==> config.mk <==
export PLATFORM = sky130hd
export DESIGN_NAME = conv_scheduler
export DESIGN_NICKNAME = d
export VERILOG_FILES = /design/src/rtl/conv_scheduler.sv
export SDC_FILE = /design/constraint.sdc
export NUM_CORES = 1
export LEC_CHECK = 0
export ABC_AREA = 1
export BUFFER_PORTS_ARGS = -buffer_cell sky130_fd_sc_hd__buf_4
export CORE_UTILIZATION = 62
export DETAILED_ROUTE_END_ITERATION = 7
export GPL_TIMING_DRIVEN = 1
export HOLD_SLACK_MARGIN = 0.15
export PLACE_DENSITY = 0.9
export REMOVE_ABC_BUFFERS = 1
export SLEW_MARGIN = 20
export SYNTH_ARGS = -nofsm -noshare
export SYNTH_HDL_FRONTEND = slang
export SYNTH_SLANG_ARGS = --single-unit
export TNS_END_PERCENT = 20
==> constraint.sdc <==
create_clock -name clk -period 7.6 [get_ports clk]
set_input_delay 1.14 -clock clk [delete_from_list [all_inputs] [get_ports clk]]
set_output_delay 1.14 -clock clk [all_outputs]
set_load 0.03 [all_outputs]
==> src/rtl/conv_scheduler.sv <==
// conv_scheduler: time-multiplexed valid-mode 2-D convolution.
// One shared MAC walks the kernel window for each output pixel in raster
// order, then activates/saturates the sum and offers it on a valid/ready port.
module conv_scheduler #(
  parameter int    DATA_WIDTH  = 8,
  parameter int    KDATA_WIDTH = 8,
  parameter int    KERNEL_SIZE = 5,
  parameter int    IMGROW      = 28,
  parameter int    IMGCOL      = 28,
  parameter int    ACC_WIDTH   = 24,
  parameter int    OUT_SHIFT   = 0,
  parameter string ACTIVATION  = "RELU",
  localparam int   OROWS = IMGROW - KERNEL_SIZE + 1,
  localparam int   OCOLS = IMGCOL - KERNEL_SIZE + 1,
  localparam int   RW    = (IMGROW > 1) ? $clog2(IMGROW) : 1,
  localparam int   CW    = (IMGCOL > 1) ? $clog2(IMGCOL) : 1,
  localparam int   KW    = (KERNEL_SIZE > 1) ? $clog2(KERNEL_SIZE) : 1,
  localparam int   ORW   = (OROWS > 1) ? $clog2(OROWS) : 1,
  localparam int   OCW   = (OCOLS > 1) ? $clog2(OCOLS) : 1
) (
  input  logic                   clk,
  input  logic                   rst,
  input  logic                   start,
  output logic                   busy,
  output logic                   done,
  output logic                   rd_en,
  output logic [RW-1:0]          img_row,
  output logic [CW-1:0]          img_col,
  output logic [KW-1:0]          kern_row,
  output logic [KW-1:0]          kern_col,
  input  logic [DATA_WIDTH-1:0]  img_data,
  input  logic [KDATA_WIDTH-1:0] kern_data,
  output logic                   out_valid,
  input  logic                   out_ready,
  output logic [ORW-1:0]         out_row,
  output logic [OCW-1:0]         out_col,
  output logic [DATA_WIDTH-1:0]  out_data
);

  localparam bit IS_RELU = (ACTIVATION == "RELU");
  localparam logic signed [ACC_WIDTH-1:0] U_MAX = ACC_WIDTH'((2 ** DATA_WIDTH) - 1);
  localparam logic signed [ACC_WIDTH-1:0] S_MAX = ACC_WIDTH'((2 ** (DATA_WIDTH - 1)) - 1);
  localparam logic signed [ACC_WIDTH-1:0] S_MIN = ACC_WIDTH'(-(2 ** (DATA_WIDTH - 1)));

  typedef enum logic [2:0] {S_IDLE, S_FETCH, S_DRAIN, S_OUT, S_DONE} state_t;

  state_t                       state;
  logic [KW-1:0]                kr, kc, kr_nxt, kc_nxt;
  logic [ORW-1:0]               orow, orow_nxt;
  logic [OCW-1:0]               ocol, ocol_nxt;
  logic                         k_last, px_last;
  logic                         data_vld;
  logic signed [ACC_WIDTH-1:0]  acc, prod, acc_sum, shifted;
  logic [DATA_WIDTH-1:0]        sat;

  // Kernel and output-pixel counter successors; both wrap at their last value.
  always_comb begin
    k_last   = (kr == KW'(KERNEL_SIZE - 1)) && (kc == KW'(KERNEL_SIZE - 1));
    px_last  = (orow == ORW'(OROWS - 1)) && (ocol == OCW'(OCOLS - 1));
    kc_nxt   = (kc == KW'(KERNEL_SIZE - 1)) ? '0 : kc + 1'b1;
    kr_nxt   = kr;
    if (kc == KW'(KERNEL_SIZE - 1))
      kr_nxt = (kr == KW'(KERNEL_SIZE - 1)) ? '0 : kr + 1'b1;
    ocol_nxt = (ocol == OCW'(OCOLS - 1)) ? '0 : ocol + 1'b1;
    orow_nxt = orow;
    if (ocol == OCW'(OCOLS - 1))
      orow_nxt = (orow == ORW'(OROWS - 1)) ? '0 : orow + 1'b1;
  end

  // MAC: unsigned pixel times signed weight, wrap-around accumulation,
  // then shift and clamp into the output range of the selected activation.
  always_comb begin
    prod    = ACC_WIDTH'(signed'({1'b0, img_data})) * ACC_WIDTH'(signed'(kern_data));
    acc_sum = acc + prod;
    shifted = acc_sum >>> OUT_SHIFT;
    sat     = shifted[DATA_WIDTH-1:0];
    if (IS_RELU) begin
      if (shifted[ACC_WIDTH-1])  sat = '0;
      else if (shifted > U_MAX)  sat = '1;
    end else begin
      if (shifted > S_MAX)       sat = S_MAX[DATA_WIDTH-1:0];
      else if (shifted < S_MIN)  sat = S_MIN[DATA_WIDTH-1:0];
    end
  end

  // Accumulator: read data lands one cycle after rd_en, so accumulation
  // trails the read strobe by one cycle; cleared at every pixel start.
  always_ff @(posedge clk) begin
    if (rst) begin
      acc      <= '0;
      data_vld <= 1'b0;
    end else begin
      data_vld <= rd_en;
      if ((state == S_IDLE && start) || (state == S_OUT && out_ready))
        acc <= '0;
      else if (data_vld)
        acc <= acc_sum;
    end
  end

  // Sequencer with registered outputs: FETCH window, DRAIN, OUT handshake, DONE pulse.
  always_ff @(posedge clk) begin
    if (rst) begin
      state     <= S_IDLE;
      busy      <= 1'b0;
      done      <= 1'b0;
      rd_en     <= 1'b0;
      img_row   <= '0;
      img_col   <= '0;
      kern_row  <= '0;
      kern_col  <= '0;
      out_valid <= 1'b0;
      out_row   <= '0;
      out_col   <= '0;
      out_data  <= '0;
      kr        <= '0;
      kc        <= '0;
      orow      <= '0;
      ocol      <= '0;
    end else begin
      case (state)
        S_IDLE: begin
          if (start) begin
            state    <= S_FETCH;
            busy     <= 1'b1;
            rd_en    <= 1'b1;
            kr       <= '0;
            kc       <= '0;
            orow     <= '0;
            ocol     <= '0;
            img_row  <= '0;
            img_col  <= '0;
            kern_row <= '0;
            kern_col <= '0;
          end
        end
        S_FETCH: begin
          if (k_last) begin
            state <= S_DRAIN;
            rd_en <= 1'b0;
            kr    <= '0;
            kc    <= '0;
          end else begin
            kr       <= kr_nxt;
            kc       <= kc_nxt;
            img_row  <= RW'(orow) + RW'(kr_nxt);
            img_col  <= CW'(ocol) + CW'(kc_nxt);
            kern_row <= kr_nxt;
            kern_col <= kc_nxt;
          end
        end
        S_DRAIN: begin
          state     <= S_OUT;
          out_valid <= 1'b1;
          out_data  <= sat;
          out_row   <= orow;
          out_col   <= ocol;
        end
        S_OUT: begin
          if (out_ready) begin
            out_valid <= 1'b0;
            if (px_last) begin
              state <= S_DONE;
              busy  <= 1'b0;
              done  <= 1'b1;
              orow  <= '0;
              ocol  <= '0;
            end else begin
              state    <= S_FETCH;
              rd_en    <= 1'b1;
              orow     <= orow_nxt;
              ocol     <= ocol_nxt;
              img_row  <= RW'(orow_nxt);
              img_col  <= CW'(ocol_nxt);
              kern_row <= '0;
              kern_col <= '0;
            end
          end
        end
        S_DONE: begin
          done  <= 1'b0;
          state <= S_IDLE;
        end
        default: state <= S_IDLE;
      endcase
    end
  end

endmodule

======== Yosys cells after proc, flatten, opt, wreduce, memory -nomap -nowiden ========
Index checks and enable logic that the tools add are counted.
word-level totals
  bits in registers ....................... 82
  bits of input ports ..................... 20
  word-level logic and storage cells ...... 113
operators by class
  add/sub/neg operators ................... 7
  $mul .................................... 1
  magnitude comparators ................... 1
  equal/unequal tests ..................... 14
  muxes and demuxes ....................... 52
  reduce and logical (&&, ||, !) cells .... 20
operators by type and width
  cell                                                 count
  2-to-1 mux 5 bit                                     14
  2-to-1 mux 3 bit                                     14
  case mux 5 bit (3 select lines)                      2
  adder 24 x 17 -> 24 bit                              1
  > comparator 24 x 9 -> 1 bit, second input constant  1
  case mux 5 bit (2 select lines)                      2
  case mux 3 bit (3 select lines)                      2
  multiplier 9 x 8 -> 17 bit                           1
  2-to-1 mux 8 bit                                     2
  != test 2 bit, second input constant                 6
  case mux 3 bit (2 select lines)                      2
  case mux 3 bit (4 select lines)                      1
  adder 5 x 1 -> 5 bit, second input constant          2
  adder 5 x 3 -> 5 bit                                 2
  equality test 5 bit, second input constant           2
  AND reduction 5 bit                                  2
  equality test 3 bit, second input constant           3
  2-to-1 mux 1 bit                                     9
  AND reduction 3 bit                                  3
  nonzero test 2 bit                                   4
  adder 3 x 1 -> 3 bit, second input constant          2
  equality test 3 x 2 -> 1 bit, second input constant  2
  case mux 1 bit (2 select lines)                      3
  logical AND 1 bit                                    4
  other kinds (8)                                      9

======== Longest topological paths before layout ========
  depth after elaboration ................. 6
  depth in mapped cells ................... 27
  mapped depth without buffers ............ 26

======== Worst setup path before layout ========
No wires, ideal clock.
  path type ............................... input port to flip-flop
  start point ............................. in kern_data[7]
  end point ............................... reg out_data[0]
  arrival ................................. 5.775 ns
  data required time ...................... 7.468 ns
  setup slack ............................. 1.693 ns
  stages .................................. 24
  path buffers ............................ 0
  cells stage by stage .................... clkinv_1 -> or2_2 -> fa_1 -> fa_1 -> inv_1 -> fa_1 -> fa_1 -> fa_1 -> ha_1 -> nand2_1 -> nand2_1 -> inv_1 -> nand2_1 -> nand2_1 -> nand2_1 -> nand2_1 -> nand2_1 -> nand2_1 -> nor2_1 -> nand3_1 -> nor2_1 -> nand4_1 -> nand2_1 -> a21oi_1
between the ends
  word-level cells in the longest chain between the ends .. 5
ends and longest elaborated chain
  item                            RTL line  source
  start, declared                 32        input logic [KDATA_WIDTH-1:0] kern_data,
  multiplier 9 x 8 -> 17 bit (*)  73        prod = ACC_WIDTH'(signed'({1'b0, img_data})) * ACC_WIDTH'(signed'(kern_data));
  adder 24 x 17 -> 24 bit (*)     74        acc_sum = acc + prod;
  > comparator 24 x 9 -> 1 bit    79        else if (shifted > U_MAX) sat = '1;
  2-to-1 mux 8 bit                79
  2-to-1 mux 8 bit (*)            78        if (shifted[ACC_WIDTH-1]) sat = '0;
  end signal, assigned            155       out_data <= sat;
  end, declared                   37        output logic [DATA_WIDTH-1:0] out_data
Mark *: on every way between the ends. The rest lies on a longest branch, timed or not.
A chain may end at the register's enable or synchronous reset.

======== Final worst setup path ========
  start point ............................. in kern_data[7]
  end point ............................... reg out_data[5]
The elaborated chain is that of the path after synthesis.

==> impl_metrics.json <==
{
  "area_delta_synth_final_pct": 10.47,
  "hp-class": "reg2reg",
  "ir_drop_mv": 0.1698,
  "syn_avg_cell_area_um2": 7.145,
  "gp_congestion": 0.9683,
  "path_class": "in2reg",
  "cap_violations": 0,
  "crit_path_frequent_cell": "nand2_1",
  "fillers": 927,
  "yosysTopAreaCell": "dfxtp_1",
  "hold_buffers": 0,
  "fmax_mhz": 157.5,
  "rr_worst_depth": 26,
  "port_buffers": 57,
  "seq_area_um2": 1642,
  "clock_latency_ps": 360,
  "via_count": 6717,
  "num-nets-final": 1218,
  "ys_async_sr_fraction_pct": 0,
  "post_cts_buffers": 0,
  "ys.flop_type": "dfxtp_1",
  "die_area_um2": 12190,
  "rows": 39,
  "drt_iter0_drc": 532,
  "synth.distinct_cells": 35,
  "wl_per_cell_um": 14.62,
  "die_x_um": 110.4,
  "synth_area_leaders": "dfxtp_1 (23%), ha_1 (15%), fa_1 (15%), nand2_1 (13%), inv_1 (10%)",
  "hold_slack_ps": 462.2,
  "critPathMaxStageDelay_ps": 590,
  "grtUsageTotal_pct": 30.36,
  "end_kind": "flip-flop",
  "path_max_fanout": 10,
  "ant_nets": 0,
  "place_ws_ps": 911.3,
  "drt_pass1_iterations": 5,
  "cp-start-kind": "input port",
  "n_antenna_cell": 0,
  "fin_ws_ps": 1250,
  "fp.dieH_um": 110.4,
  "overflow": 0,
  "hold_depth": 2,
  "grt_max_degree": 42,
  "cts.sinks": 82,
  "drc": 0,
  "start_util_pct": 63.83,
  "synthCells": 1020,
  "core-area_um2": 11420,
  "clock_skew_ps": 9.914,
  "p_per_area_nw_per_um2": 288.9,
  "cp.required_ps": 7820,
  "cts_tree": "yes",
  "period_share_pct": 83.55,
  "tns_ps": 0,
  "yosysWarningCount": 0,
  "cts_made_buffers": 9,
  "grt_pass1_wl_um": 30390,
  "cts_buffer_depth": 2,
  "status": "finished, final reports clean",
  "tightest_slew_ps": 1005,
  "yosysTopAreaCellShare_pct": 22.52,
  "seq_area_frac_synth_pct": 22.52,
  "hold_viol_final": 0,
  "rsz0062_at_grt": "false",
  "p_total_w": 0.002326,
  "routed_wl_um": 17610,
  "period_needed_ps": 6350,
  "slowest_stage": "fa_1",
  "synth-seq-cells": 82,
  "syn-cell-area_um2": 7288,
  "root_buffer": "clkbuf_16",
  "cts_resized": 0,
  "grt_pass1_vias": 6699,
  "routed_via_density": 5.574,
  "hpwlAfterDp_um": 13640,
  "max-slew-margin-rel_pct": 32.76,
  "antenna_found_initial": 0,
  "final_max_slew_viol_count": 0,
  "cp.arrival_ps": 6570,
  "num_io_pins": 58,
  "drive_above_1_share_pct": 8.569,
  "h-tree-depth": 3,
  "synth_edf_count": 0,
  "p_leak_nw": 4.393,
  "clk_pin_slew_ps": 60,
  "multi_input_area_um2": 4737,
  "finalSetupViolCount": 0
}
[layout by cell type (no fill, tap or decap), types with 8 or more instances in the layout]
cell,instances
inv_1,203
o21ai_0,40
nand2_1,253
ha_1,88
clkbuf_16,9
dfxtp_1,82
fa_1,53
xor2_1,9
o211ai_1,10
nand4_1,15
o22ai_1,8
nor2_1,75
nor3_1,8
a21oi_1,74
nand3_1,30
buf_4,58
[Yosys cell counts (2+ instances only)]
library cell and n:
or2_2 4, nand3_2 2, o32ai_1 2, nand3_1 30
nand3b_1 5, a21oi_1 74, nor3_1 8, clkbuf_1 31
o211ai_1 10, o22ai_1 8, inv_2 3, xnor2_1 4
nor2_2 3, xor2_1 9, inv_1 203, fa_1 53
o21a_1 3, nand2_1 253, dfxtp_1 82, clkinv_1 2
nor2_1 76, o21ai_0 40, ha_1 88, o31ai_1 2
nand4_1 15
[area by class of cell]
type                            instances  share of cell area [%]
Clock buffer                           10                   2.844
Sequential cell                        82                   20.39
Timing Repair Buffer                   58                   5.408
Multi-Input combinational cell        698                   58.83
Tap cell                              143                   2.222
Clock inverter                          6                  0.6061
Inverter                              208                   9.697
[kinds of logic (layout without fill, tap and decap cells)]
kind of cell	count (synthesis)	after routing	synth area share, %
simple gates	401	401	22.92
xor+xnor	13	13	1.562
compound gates	143	143	10.82
fa+ha+maj	141	141	29.67
flops	82	82	22.52
buf+inv	240	282	12.51
[sequential cells by signal, indices dropped and copies added (netlist names), 3 cells and up]
signal	flops
out_row	5
kr	3
orow	5
out_data	8
kc	3
acc	24
ocol	5
kern_col	3
out_col	5
kern_row	3
state	3
img_row	5
img_col	5
[metal layers]
layer / routed length (um) / GRT usage (%) / vias up
met2: 8937 / 55.03 / 263
met3: 922 / 4.281 / 66
met5: 0 / 0 / -
met1: 7089 / 34.98 / 3134
met4: 663 / 14.49 / 0
li1: - / - / 3254
[stage by stage]
stage	area, um2	cells	util, %
after CTS	8049	1205	70.49
final	8051	1205	70.51
after global placement	7771	1189	68.06
after floorplan	7157	988	-
after global routing	8051	1205	70.51
after detailed placement	7771	1189	68.06
[worst max-delay path, delay by kind of cell]
| family | cells | cell delay [ps] |
|---|---|---|
| fa+ha+maj | 6 | 2990 |
| simple gates | 14 | 1820 |
| buf+inv | 4 | 530 |
| compound gates | 1 | 60 |
[worst paths after layout]
check | start | to | slack, ps
worst max-delay path | kern_data[7] | out_data[5]$_SDFFE_PP0P_ | 1250
worst min-delay path | kern_row[1]$_SDFFE_PP0P_ | kern_row[1]$_SDFFE_PP0P_ | 460
worst max register to register | acc[4]$_SDFFE_PP0P_ | out_data[5]$_SDFFE_PP0P_ | 2500
worst min register to register | kern_row[1]$_SDFFE_PP0P_ | kern_row[1]$_SDFFE_PP0P_ | 460
[where the power goes]
group | internal [W] | switching [W]
clock network | 0.000225 | 0.000193
logic | 0.000476 | 0.000913
registers | 0.000484 | 0.0000344
(Power assumes the default switching activity.)
